$ cat src/rtl/alu_pkg.sv
// Shared definitions for the execute-stage ALU and aluControl.
//   ALUctrl operation codes, FSM state encoding, and a decode helper.
package alu_pkg;

    localparam logic [3:0] ALU_ADD  = 4'b0000;
    localparam logic [3:0] ALU_SUB  = 4'b0001;
    localparam logic [3:0] ALU_MUL  = 4'b0010;
    localparam logic [3:0] ALU_DIV  = 4'b0011;
    localparam logic [3:0] ALU_AND  = 4'b0100;
    localparam logic [3:0] ALU_OR   = 4'b0101;
    localparam logic [3:0] ALU_ADDR = 4'b0110;  // lw/sw address add

    typedef enum logic [2:0] {
        ST_IDLE = 3'd0,
        ST_MUL  = 3'd1,
        ST_DIV  = 3'd2,
        ST_FIX  = 3'd3,
        ST_DONE = 3'd4
    } alu_state_t;

    // True for the codes that run through the iterative datapath.
    function automatic logic is_multicycle(input logic [3:0] ctrl);
        return (ctrl == ALU_MUL) || (ctrl == ALU_DIV);
    endfunction

endpackage

$ cat src/rtl/seq_divider.sv
// Restoring unsigned divider core, one quotient bit per step.
//   clk, rst_n   : clock, synchronous active-low reset
//   i_start      : load dividend/divisor, clear partial remainder
//   i_step       : perform one restoring step this cycle
//   i_cnt        : iteration counter owned by the caller (steps remaining)
//   i_dividend   : unsigned dividend
//   i_divisor    : unsigned divisor (non-zero)
//   o_quot/o_rem : unsigned quotient / remainder, valid after the last step
//   o_done       : high during the final step
module seq_divider
    import alu_pkg::*;
#(
    parameter int WIDTH = 16,
    parameter int CNT_W = 5
) (
    input  logic             clk,
    input  logic             rst_n,
    input  logic             i_start,
    input  logic             i_step,
    input  logic [CNT_W-1:0] i_cnt,
    input  logic [WIDTH-1:0] i_dividend,
    input  logic [WIDTH-1:0] i_divisor,
    output logic [WIDTH-1:0] o_quot,
    output logic [WIDTH-1:0] o_rem,
    output logic             o_done
);

    logic [WIDTH-1:0] r_quot;   // dividend bits shift out, quotient bits shift in
    logic [WIDTH-1:0] r_rem;
    logic [WIDTH-1:0] r_dvs;
    logic [WIDTH:0]   w_shift;
    logic [WIDTH:0]   w_trial;

    // Remainder stays below the divisor (<= 2^(WIDTH-1)), so the shifted
    // value fits WIDTH bits and bit WIDTH of the trial is a clean borrow.
    assign w_shift = {r_rem, r_quot[WIDTH-1]};
    assign w_trial = w_shift - {1'b0, r_dvs};

    always_ff @(posedge clk) begin
        if (!rst_n) begin
            r_quot <= '0;
            r_rem  <= '0;
            r_dvs  <= '0;
        end else if (i_start) begin
            r_quot <= i_dividend;
            r_rem  <= '0;
            r_dvs  <= i_divisor;
        end else if (i_step) begin
            if (!w_trial[WIDTH]) begin
                r_rem  <= w_trial[WIDTH-1:0];
                r_quot <= {r_quot[WIDTH-2:0], 1'b1};
            end else begin
                r_rem  <= w_shift[WIDTH-1:0];
                r_quot <= {r_quot[WIDTH-2:0], 1'b0};
            end
        end
    end

    assign o_quot = r_quot;
    assign o_rem  = r_rem;
    assign o_done = i_step && (i_cnt == CNT_W'(1));

endmodule

$ cat src/rtl/multicycle_alu.sv
// Execute-stage ALU: single-cycle add/sub/and/or plus iterative signed
// multiply (shift-add) and signed divide (restoring, via seq_divider).
//   clk, rst_n   : clock, synchronous active-low reset
//   start        : request, honoured only in IDLE
//   ALUctrl      : operation code from aluControl
//   a, b         : signed operands, latched at start
//   result       : sum/diff/logic, product low half, or quotient
//   result_hi    : product high half or remainder; 0 for single-cycle ops
//   zero         : result == 0
//   overflow     : signed overflow of add/sub
//   div_by_zero  : divide issued with b == 0
//   busy         : iterative op in flight, stall request
//   done         : one-cycle pulse, outputs valid
module multicycle_alu
    import alu_pkg::*;
#(
    parameter int WIDTH = 16,
    parameter int CNT_W = 5
) (
    input  logic             clk,
    input  logic             rst_n,
    input  logic             start,
    input  logic [3:0]       ALUctrl,
    input  logic [WIDTH-1:0] a,
    input  logic [WIDTH-1:0] b,
    output logic [WIDTH-1:0] result,
    output logic [WIDTH-1:0] result_hi,
    output logic             zero,
    output logic             overflow,
    output logic             div_by_zero,
    output logic             busy,
    output logic             done
);

    alu_state_t r_state, w_state_nx;

    logic [CNT_W-1:0]   r_cnt;
    logic [WIDTH-1:0]   r_mcand;      // |a| for multiply
    logic [2*WIDTH:0]   r_prod;       // {carry, high acc, multiplier/low product}
    logic               r_neg;        // product sign or quotient sign
    logic               r_rem_neg;    // remainder takes the dividend sign
    logic               r_is_div;
    logic               r_div0;
    logic [WIDTH-1:0]   r_dz_a;       // dividend echoed back on divide-by-zero

    logic [WIDTH-1:0]   r_result, r_result_hi;
    logic               r_zero, r_ov, r_dbz, r_done;

    logic               w_busy;
    logic               w_accept;
    logic               w_is_mul, w_is_div, w_single, w_b_zero;
    logic [WIDTH-1:0]   w_abs_a, w_abs_b;
    logic [WIDTH-1:0]   w_sum, w_diff;
    logic [WIDTH-1:0]   w_sc_res;
    logic               w_sc_ov;
    logic [WIDTH:0]     w_mul_sum;
    logic [2*WIDTH-1:0] w_prod_s;
    logic [WIDTH-1:0]   w_quot, w_rem, w_quot_s, w_rem_s;
    logic               w_div_start, w_div_step, w_div_done;

    // ---------------- decode / operand conditioning ----------------
    assign w_is_mul = (ALUctrl == ALU_MUL);
    assign w_is_div = (ALUctrl == ALU_DIV);
    assign w_single = !is_multicycle(ALUctrl);
    assign w_b_zero = (b == '0);
    assign w_accept = start && (r_state == ST_IDLE);

    // Magnitudes as unsigned; the most-negative value maps to 2^(WIDTH-1).
    assign w_abs_a = a[WIDTH-1] ? ('0 - a) : a;
    assign w_abs_b = b[WIDTH-1] ? ('0 - b) : b;

    assign w_sum  = a + b;
    assign w_diff = a - b;

    always_comb begin
        w_sc_res = w_sum;
        w_sc_ov  = (a[WIDTH-1] == b[WIDTH-1]) && (w_sum[WIDTH-1] != a[WIDTH-1]);
        case (ALUctrl)
            ALU_SUB: begin
                w_sc_res = w_diff;
                w_sc_ov  = (a[WIDTH-1] != b[WIDTH-1]) && (w_diff[WIDTH-1] != a[WIDTH-1]);
            end
            ALU_AND: begin
                w_sc_res = a & b;
                w_sc_ov  = 1'b0;
            end
            ALU_OR: begin
                w_sc_res = a | b;
                w_sc_ov  = 1'b0;
            end
            default: ;  // add, address add and reserved codes
        endcase
    end

    // ---------------- FSM ----------------
    always_ff @(posedge clk) begin
        if (!rst_n) r_state <= ST_IDLE;
        else        r_state <= w_state_nx;
    end

    // Divide-by-zero passes through FIX so it shares the writeback edge
    // with the iterative ops, giving it a two-cycle latency.
    always_comb begin
        w_state_nx = r_state;
        w_busy     = 1'b0;
        case (r_state)
            ST_IDLE: begin
                if (start && w_is_mul)      w_state_nx = ST_MUL;
                else if (start && w_is_div) w_state_nx = w_b_zero ? ST_FIX : ST_DIV;
            end
            ST_MUL: begin
                w_busy = 1'b1;
                if (r_cnt == CNT_W'(1)) w_state_nx = ST_FIX;
            end
            ST_DIV: begin
                w_busy = 1'b1;
                if (w_div_done) w_state_nx = ST_FIX;
            end
            ST_FIX: begin
                w_busy     = 1'b1;
                w_state_nx = ST_DONE;
            end
            ST_DONE:  w_state_nx = ST_IDLE;
            default:  w_state_nx = ST_IDLE;
        endcase
    end

    // ---------------- iterative datapath ----------------
    // Shift-add: add multiplicand into the high half when the current
    // multiplier LSB is set, then shift the whole accumulator right.
    assign w_mul_sum = r_prod[2*WIDTH:WIDTH] + (r_prod[0] ? {1'b0, r_mcand} : '0);

    always_ff @(posedge clk) begin
        if (!rst_n) begin
            r_cnt     <= '0;
            r_mcand   <= '0;
            r_prod    <= '0;
            r_neg     <= 1'b0;
            r_rem_neg <= 1'b0;
            r_is_div  <= 1'b0;
            r_div0    <= 1'b0;
            r_dz_a    <= '0;
        end else begin
            if (w_accept && !w_single) begin
                r_cnt     <= CNT_W'(WIDTH);
                r_neg     <= a[WIDTH-1] ^ b[WIDTH-1];
                r_rem_neg <= a[WIDTH-1];
                r_is_div  <= w_is_div;
                r_div0    <= w_is_div && w_b_zero;
                r_dz_a    <= a;
                if (w_is_mul) begin
                    r_mcand <= w_abs_a;
                    r_prod  <= {{(WIDTH+1){1'b0}}, w_abs_b};
                end
            end else if (r_state == ST_MUL) begin
                r_cnt  <= r_cnt - CNT_W'(1);
                r_prod <= {1'b0, w_mul_sum, r_prod[WIDTH-1:1]};
            end else if (r_state == ST_DIV) begin
                r_cnt  <= r_cnt - CNT_W'(1);
            end
        end
    end

    assign w_div_start = w_accept && w_is_div && !w_b_zero;
    assign w_div_step  = (r_state == ST_DIV);

    seq_divider #(
        .WIDTH (WIDTH),
        .CNT_W (CNT_W)
    ) u_div (
        .clk        (clk),
        .rst_n      (rst_n),
        .i_start    (w_div_start),
        .i_step     (w_div_step),
        .i_cnt      (r_cnt),
        .i_dividend (w_abs_a),
        .i_divisor  (w_abs_b),
        .o_quot     (w_quot),
        .o_rem      (w_rem),
        .o_done     (w_div_done)
    );

    // Sign fix-up. Negating 2^(WIDTH-1) wraps back to itself, which is the
    // intended result for MIN / -1.
    assign w_prod_s = r_neg     ? ('0 - r_prod[2*WIDTH-1:0]) : r_prod[2*WIDTH-1:0];
    assign w_quot_s = r_neg     ? ('0 - w_quot) : w_quot;
    assign w_rem_s  = r_rem_neg ? ('0 - w_rem)  : w_rem;

    // ---------------- output registers ----------------
    always_ff @(posedge clk) begin
        if (!rst_n) begin
            r_result    <= '0;
            r_result_hi <= '0;
            r_zero      <= 1'b0;
            r_ov        <= 1'b0;
            r_dbz       <= 1'b0;
            r_done      <= 1'b0;
        end else begin
            r_done <= 1'b0;
            if (w_accept && w_single) begin
                r_result    <= w_sc_res;
                r_result_hi <= '0;
                r_zero      <= (w_sc_res == '0);
                r_ov        <= w_sc_ov;
                r_dbz       <= 1'b0;
                r_done      <= 1'b1;
            end else if (r_state == ST_FIX) begin
                r_ov   <= 1'b0;
                r_done <= 1'b1;
                if (r_div0) begin
                    r_result    <= '1;
                    r_result_hi <= r_dz_a;
                    r_zero      <= 1'b0;
                    r_dbz       <= 1'b1;
                end else if (r_is_div) begin
                    r_result    <= w_quot_s;
                    r_result_hi <= w_rem_s;
                    r_zero      <= (w_quot_s == '0);
                    r_dbz       <= 1'b0;
                end else begin
                    r_result    <= w_prod_s[WIDTH-1:0];
                    r_result_hi <= w_prod_s[2*WIDTH-1:WIDTH];
                    r_zero      <= (w_prod_s[WIDTH-1:0] == '0);
                    r_dbz       <= 1'b0;
                end
            end
        end
    end

    assign result      = r_result;
    assign result_hi   = r_result_hi;
    assign zero        = r_zero;
    assign overflow    = r_ov;
    assign div_by_zero = r_dbz;
    assign busy        = w_busy;
    assign done        = r_done;

endmodule

$ cat config.mk
export PLATFORM = sky130hd
export DESIGN_NAME = multicycle_alu
export DESIGN_NICKNAME = d
export VERILOG_FILES = /design/src/rtl/alu_pkg.sv /design/src/rtl/seq_divider.sv /design/src/rtl/multicycle_alu.sv
export SDC_FILE = /design/constraint.sdc
export NUM_CORES = 1
export LEC_CHECK = 0
export BUFFER_PORTS_ARGS = -buffer_cell sky130_fd_sc_hd__buf_2
export CORE_MARGIN = 2
export CORE_UTILIZATION = 46
export CTS_BUF_LIST = sky130_fd_sc_hd__clkbuf_4 sky130_fd_sc_hd__clkbuf_8
export CTS_CLUSTER_DIAMETER = 80
export DETAILED_ROUTE_END_ITERATION = 7
export PLACE_DENSITY = 0.74
export SLEW_MARGIN = 20
export SYNTH_ARGS = -nofsm -noshare
export SYNTH_HDL_FRONTEND = slang
export SYNTH_SLANG_ARGS = --single-unit
$ cat constraint.sdc
create_clock -name clk -period 3.1 [get_ports clk]
set_clock_uncertainty 0.1 [all_clocks]
set_input_delay 0 -clock clk [delete_from_list [all_inputs] [get_ports clk]]
set_output_delay 0 -clock clk [all_outputs]
set_load 0.01 [all_outputs]
==> qor.yml, run 1 <==
outcome:
  outcome: "finished with violations"
  failed_checks: "negative setup slack"
place:
  hpwl_um: 34100
  dp.cells: 2143
  placed_area_um2: 13900
  place_congestion: 1.02
  numPortBuffers: 75
worst_setup_path:
  crit_fanout: 4
  critPathCaptureType: "flip-flop"
  critPathRequiredTime_ns: 3.43
  max_stage_delay_ns: 0.54
  startpoint_type: "flip-flop"
  arrival_ns: 3.57
  crit_type: "flip-flop to flip-flop"
  cp_slowest_cell: "or4b_4"
  path_cells: "inv_2, ha_4, or3b_4, or4b_4, or3_4, o31ai_4, xor2_1, nand4b_1, or4_4, a21oi_2, a41o_2"
floorplanning:
  num_rows: 60
  start_util_pct: 46.6
  die_x_um: 169
  dieArea_um2: 28500
  core_area_um2: 26800
  die_h_um: 169
  io_pins: 76
clocking:
  insertion_delay_ns: 0.49
  root_buffer: "clkbuf_8"
  path_clk_slew_ns: 0.11
  htreeDepth: 4
  clockBufferDepth: 2
  clock_sinks: 159
  numCtsBuffers: 17
  cts_tree: "built"
grt:
  grt_max_degree: 64
  grt.overflow.total: 0
  grt_pass1_wl_um: 70000
  grt_pass1_vias: 12828
  grtUsageTotal_pct: 31.0
  antenna_found_initial: 1
drt:
  post_drt_wl_per_cell_um: 20.5
  dr_total_vias: 13754
  routed_wl_um: 45200
  first_pass_iters: 6
  viasPerCell: 6.23
  drt_iter0_drc: 1552
  ant_nets: 0
  drc_errors: 0
sta:
  maxSlewViolCount: 0
  period_share_pct: 105
  clock.fmax_mhz: 308
  tightest_slew_ns: 0.762
  holdWs_ns: 0.0524
  relSlewSlack_pct: 49.2
  setup_violations: 2
  postLayoutSetupSlackWorst_ns: -0.142
  finalHoldViolCount: 0
  rsz0062_at_grt: "yes"
  period_needed_ns: 3.24
hold_path:
  hold_class: "input pin to flip-flop"
final_layout:
  final_nets: 1984
  design_area_um2: 14800
  n_antenna_cell: 0
  drive_gt1_share_pct: 16.1
  final_common_cell: "nor2_1"
  layout_common_cells: "nor2_1, nand2_1, dfxtp_1"
  syn_to_final_growth_pct: 18.3
  fin_cells: 2206
synthesis:
  async_flop_share_pct: 0
  synthCells: 1704
  synth_flop_cell: "dfxtp_1"
  syn_area_per_cell_um2: 7.33
  synth_cell_type_count: 75
  synth_fp_nets: 1836
  yosysWarnings: 0
  synth_area_um2: 12500
  synth_edf_count: 0
  synth_seq_cells: 159
  synth_seq_area_share_pct: 25.5
power:
  ir_drop_mv: 0.208
  total_leakage_power_nw: 6.05
  power_density_nw_per_um2: 362
job:
  max_cap_viol_count: 0
-- path summary, 6_finish.rpt --
kind / slack (ns) / endpoint / startpoint / cells past startpoint
setup / recovery: -0.14 / zero$_SDFFE_PN0P_ / r_prod[0]$_SDFFE_PN0P_ / 11
hold / removal: 0.05 / u_div.r_dvs[4]$_SDFFE_PN0P_ / b[4] / 4
setup reg to reg: -0.14 / zero$_SDFFE_PN0P_ / r_prod[0]$_SDFFE_PN0P_ / 11
hold reg to reg: 0.36 / div_by_zero$_SDFFE_PP0P_ / div_by_zero$_SDFFE_PP0P_ / 2
-- flip-flops by register name, indices dropped and copies added (netlist names) --
name	flops
r_state	3
done	1
r_neg	1
u_div.o_quot	16
u_div.r_dvs	16
r_rem_neg	1
result	16
div_by_zero	1
r_mcand	16
r_prod	32
r_dz_a	15
r_div0	1
result_hi	16
zero	1
r_cnt	5
r_is_div	1
u_div.o_rem	16
overflow	1
-- layer usage --
layer	track usage, %	up-vias	share of wire [%]
met3	5.14	151	9.3
met2	49.6	784	44
li1	-	6364	-
met1	40.9	6455	41
met4	14.5	0	5.0
met5	0	-	0
-- power breakdown --
group          internal, W  switching, W
combinational     0.000673      0.000909
sequential         0.00209     0.0000525
clock             0.000674      0.000947
-- metrics by stage --
| step | utilization [%] | TNS [ns] | power, W | worst slack [ns] |
|---|---|---|---|---|
| floorplan | - | -0.166 | 0.00303 | -0.166 |
| global placement | 52.0 | -0.120 | 0.00354 | -0.120 |
| detailed placement | 52.0 | -0.157 | 0.00355 | -0.157 |
| CTS | 54.4 | -0.0920 | 0.00516 | -0.0920 |
| global route | 55.1 | -0.330 | 0.00555 | -0.223 |
| finish | 55.1 | -0.158 | 0.00535 | -0.142 |
-- cell families after synthesis --
family                   count (synthesis)  share of synthesized area [%]
multiplexers                            22                           1.88
buffers and inverters                  192                           5.80
AND/OR/NAND/NOR                        624                           23.3
XOR/XNOR                               112                           7.85
flip-flops                             159                           25.5
adder cells (fa/ha/maj)                 93                           9.55
AO/OA/AOI/OAI                          502                           26.1
-- area by class of cell --
cell class	instances	area (um2)
Clock buffer	17	234
Clock inverter	15	164
Fill cell	2478	12000
Inverter	83	313
Multi-Input combinational cell	1353	8740
Sequential cell	159	3190
Tap cell	341	427
Timing Repair Buffer	238	1720
-- cell usage after synthesis, types with 7 or more instances --
| cell type | instances | area share (%) |
|---|---|---|
| xor2_1 | 34 | 2.4 |
| nand2b_1 | 24 | 1.2 |
| o31ai_1 | 31 | 1.9 |
| a221oi_1 | 9 | 0.63 |
| inv_1 | 81 | 2.4 |
| nand3_1 | 36 | 1.4 |
| and3_1 | 21 | 1.1 |
| clkbuf_1 | 97 | 2.9 |
| o21ai_0 | 89 | 3.6 |
| a211oi_1 | 74 | 4.4 |
| nor4_1 | 13 | 0.65 |
| nor3_1 | 49 | 2.0 |
| o21a_1 | 14 | 0.84 |
| or3_1 | 13 | 0.65 |
| buf_1 | 9 | 0.27 |
| ha_1 | 89 | 8.9 |
| a22oi_1 | 14 | 0.84 |
| a21oi_1 | 145 | 5.8 |
| mux2i_1 | 19 | 1.5 |
| dfxtp_1 | 159 | 25 |
| o211ai_1 | 20 | 1.2 |
| a31oi_1 | 19 | 0.95 |
| o22ai_1 | 7 | 0.35 |
| nor2_1 | 200 | 6.0 |
| nand2_1 | 183 | 5.5 |
| or4_1 | 11 | 0.66 |
| o21bai_1 | 8 | 0.48 |
| xnor2_1 | 78 | 5.5 |
| nand4_1 | 11 | 0.55 |
| o41ai_1 | 10 | 0.70 |
| nor3b_1 | 8 | 0.48 |
| and2_1 | 22 | 1.1 |
| nor2b_1 | 8 | 0.40 |
| or2_2 | 7 | 0.35 |
| a21o_1 | 13 | 0.78 |
-- critical path: cells and delay by family, from the launching register on --
family                   cells  cell delay (ns)
AO/OA/AOI/OAI                3             0.46
XOR/XNOR                     1             0.20
adder cells (fa/ha/maj)      1             0.13
buffers and inverters        1             0.08
flip-flops                   1             0.35
AND/OR/NAND/NOR              5             1.88
-- what timing repair did --
item                                   4_1_cts  5_1_grt
setup endpoints to repair                    2       29
setup buffers                                2        5
endpoints found under the hold margin       35        0
hold buffers                                23        0
resized for setup                            4       24
pin swaps                                    0       13
gates cloned                                 0        2
Power figures use the tool's default switching activity.
==> run 2: changes to the inputs <==
--- a/config.mk
+++ b/config.mk
@@ -11,7 +11,7 @@
 export CTS_BUF_LIST = sky130_fd_sc_hd__clkbuf_4 sky130_fd_sc_hd__clkbuf_8
 export CTS_CLUSTER_DIAMETER = 80
 export DETAILED_ROUTE_END_ITERATION = 7
-export PLACE_DENSITY = 0.74
+export PLACE_DENSITY = 0.71
 export SLEW_MARGIN = 20
 export SYNTH_ARGS = -nofsm -noshare
 export SYNTH_HDL_FRONTEND = slang
==> constraint.sdc (replaced) <==
create_clock -name clk -period 4.1 [get_ports clk]
set_clock_uncertainty 0.1 [all_clocks]
set_input_delay 0 -clock clk [delete_from_list [all_inputs] [get_ports clk]]
set_output_delay 0 -clock clk [all_outputs]
set_load 0.01 [all_outputs]
==> run 2 against run 1 <==
  * The flow now finishes without violations
  * Non-clock buffer count fell by 113
  * Sequential share of layout area rose by 1.6 points
  * Final cell count fell by 5.1%
  * Wire length fell by 4.2%
  * Worst hold slack improved by 0.0046 ns
  * Count of clock-buffer cells in the layout did not move
  * Global-route usage fell by 1.0 points
  * Combinational power fell by 39%
  * Die area did not move
  * Worst setup slack improved by 0.67 ns
  * Critical path depth rose by 2
  * Sequential cell count did not move
==> qor.yml, run 2 (synthesized netlist as in run 1, its figures left out) <==
grt:
  grtUsageTotal_pct: 30.0  # -1.0 points
  antenna_found_initial: 2  # +1
  grt_max_degree: 96  # +50%
  grt.overflow.total: 0  # unchanged
  grt_pass1_wl_um: 66600  # -4.8%
  grt_pass1_vias: 11934  # -7.0%
drt:
  dr_total_vias: 13041  # -5.2%
  post_drt_wl_per_cell_um: 20.7  # +0.96%
  routed_wl_um: 43300  # -4.2%
  viasPerCell: 6.23  # -0.11%
  ant_nets: 0  # unchanged
  drt_iter0_drc: 1314  # -15%
  drc_errors: 0  # unchanged
  first_pass_iters: 5  # -1
job:
  max_cap_viol_count: 0  # unchanged
place:
  hpwl_um: 32500  # -4.5%
  numPortBuffers: 75  # unchanged
  place_congestion: 0.979  # -3.6%
  dp.cells: 2038  # -4.9%
  placed_area_um2: 13100  # -5.9%
clocking:
  insertion_delay_ns: 0.50  # about the same
  path_clk_slew_ns: 0.10  # about the same
  numCtsBuffers: 17  # unchanged
  clock_sinks: 159  # unchanged
  clockBufferDepth: 2  # unchanged
  root_buffer: "clkbuf_8"
  cts_tree: "built"
  htreeDepth: 4  # unchanged
final_layout:
  layout_common_cells: "nor2_1, nand2_1, dfxtp_1"
  final_common_cell: "nor2_1"
  finish.utilization_pct: 51.3  # -3.8 points
  top_register: "r_prod"
  drive_gt1_share_pct: 9.59  # -6.5 points
  syn_to_final_growth_pct: 10.1
  design_area_um2: 13800  # -6.9%
  largest_reg_flops: 32  # unchanged
  final_nets: 1871  # -5.7%
  fin_cells: 2094  # -5.1%
hold_path:
  hold_class: "input pin to flip-flop"
  whs_path_depth: 3  # -1
  hold_end: "r_is_div$_SDFFE_PN0P_"
  hp-start: "ALUctrl[0]"
floorplanning:
  start_util_pct: 46.6  # unchanged
  core_area_um2: 26800  # unchanged
  num_rows: 60  # unchanged
  die_h_um: 169  # unchanged
  die_x_um: 169  # unchanged
  dieArea_um2: 28500  # unchanged
  io_pins: 76  # unchanged
sta:
  relSlewSlack_pct: 28.0  # -21 points
  rsz0062_at_grt: "no"
  setup_tns_ns: 0  # +0.158 ns
  period_needed_ns: 3.57
  tightest_slew_ns: 1.08  # +0.318 ns
  finalHoldViolCount: 0  # unchanged
  period_share_pct: 87.2
  maxSlewViolCount: 0  # unchanged
  setup_violations: 0  # -2
  clock.fmax_mhz: 280
worst_setup_path:
  critPathCaptureType: "flip-flop"
  r2r-end: "zero$_SDFFE_PN0P_"
  r2r_slack_ns: 0.72  # +0.86 ns
  arrival_ns: 3.91  # +0.34 ns
  timing.rr.start: "r_prod[1]$_SDFFE_PN0P_"
  critPathRequiredTime_ns: 4.44  # +1.01 ns
  crit_type: "input pin to flip-flop"
  crit_fanout: 6  # +2
  reg2reg_depth: 11  # unchanged
  startpoint_type: "input pin"
power:
  power_density_nw_per_um2: 276  # -24%
  total_leakage_power_nw: 5.47  # -9.6%
  ir_drop_mv: 0.179  # -14%
outcome:
  outcome: "completed"
[run 2: cell types whose count changed in the layout (fill, tap and decap cells not counted), sizes merged]
cell	delta
bufinv	-1
clkbuf	-2
buf	-111
diode	+1
clkinv	+4
inv	-1
clkinvlp	-2
[run 2: what timing repair did]
action / in CTS / in global routing
endpoints found under the hold margin: 40 / 0
setup buffers: 0 / 0
hold buffers: 23 / 0
gates resized for setup: 0 / 0
[run 2: worst max-delay path, stage by stage]
cell and delay, ns:
dlygate4sd3_1 0.54, buf_2 0.18, ha_1 0.25, fa_1 0.42, a211oi_1 0.43, o21bai_1 0.14
a31oi_1 0.37, nor3_1 0.09, a311oi_1 0.25, o311ai_0 0.21, or4_1 0.55, nor4_1 0.27
a41o_2 0.23
[run 2: worst max-delay path by stage]
stage                                    to  cells past startpoint                    from  slack [ns]
after floorplan           zero$_SDFFE_PN0P_                     13  r_prod[0]$_SDFFE_PN0P_        0.77
after global placement    zero$_SDFFE_PN0P_                     14                    a[0]        0.68
after detailed placement  zero$_SDFFE_PN0P_                     12                    a[0]        0.67
after CTS                 zero$_SDFFE_PN0P_                     13                    a[0]        0.62
after global routing      zero$_SDFFE_PN0P_                     15                    a[0]        0.32
final                     zero$_SDFFE_PN0P_                     13                    a[0]        0.53
[run 2: final cells by class]
class,count,area [um2]
Antenna cell,1,2.50
Clock buffer,17,234
Clock inverter,15,163
Fill cell,2591,13000
Inverter,83,313
Multi-Input combinational cell,1353,8620
Sequential cell,159,3180
Tap cell,341,427
Timing Repair Buffer,125,808
[run 2: metrics by stage]
stage | total power [W] | hold WS [ns] | setup WS, ns
floorplan | 0.00228 | 0.0360 | 0.773
global placement | 0.00257 | 0.220 | 0.685
detailed placement | 0.00257 | 0.216 | 0.670
CTS | 0.00377 | 0.0356 | 0.619
global route | 0.00393 | 0.0655 | 0.316
finish | 0.00379 | 0.0569 | 0.525
[run 2: power breakdown]
part	internal [W]	switching (W)
registers	0.00158	0.0000453
logic	0.000350	0.000610
clock network	0.000460	0.000742
[run 2: per-layer routing]
layer / vias up / global-route usage [%] / wire (um)
met5: - / 0 / 0
met1: 6163 / 40.8 / 18500
met2: 630 / 46.7 / 19000
li1: 6140 / - / -
met4: 0 / 13.1 / 1760
met3: 108 / 5.31 / 4140
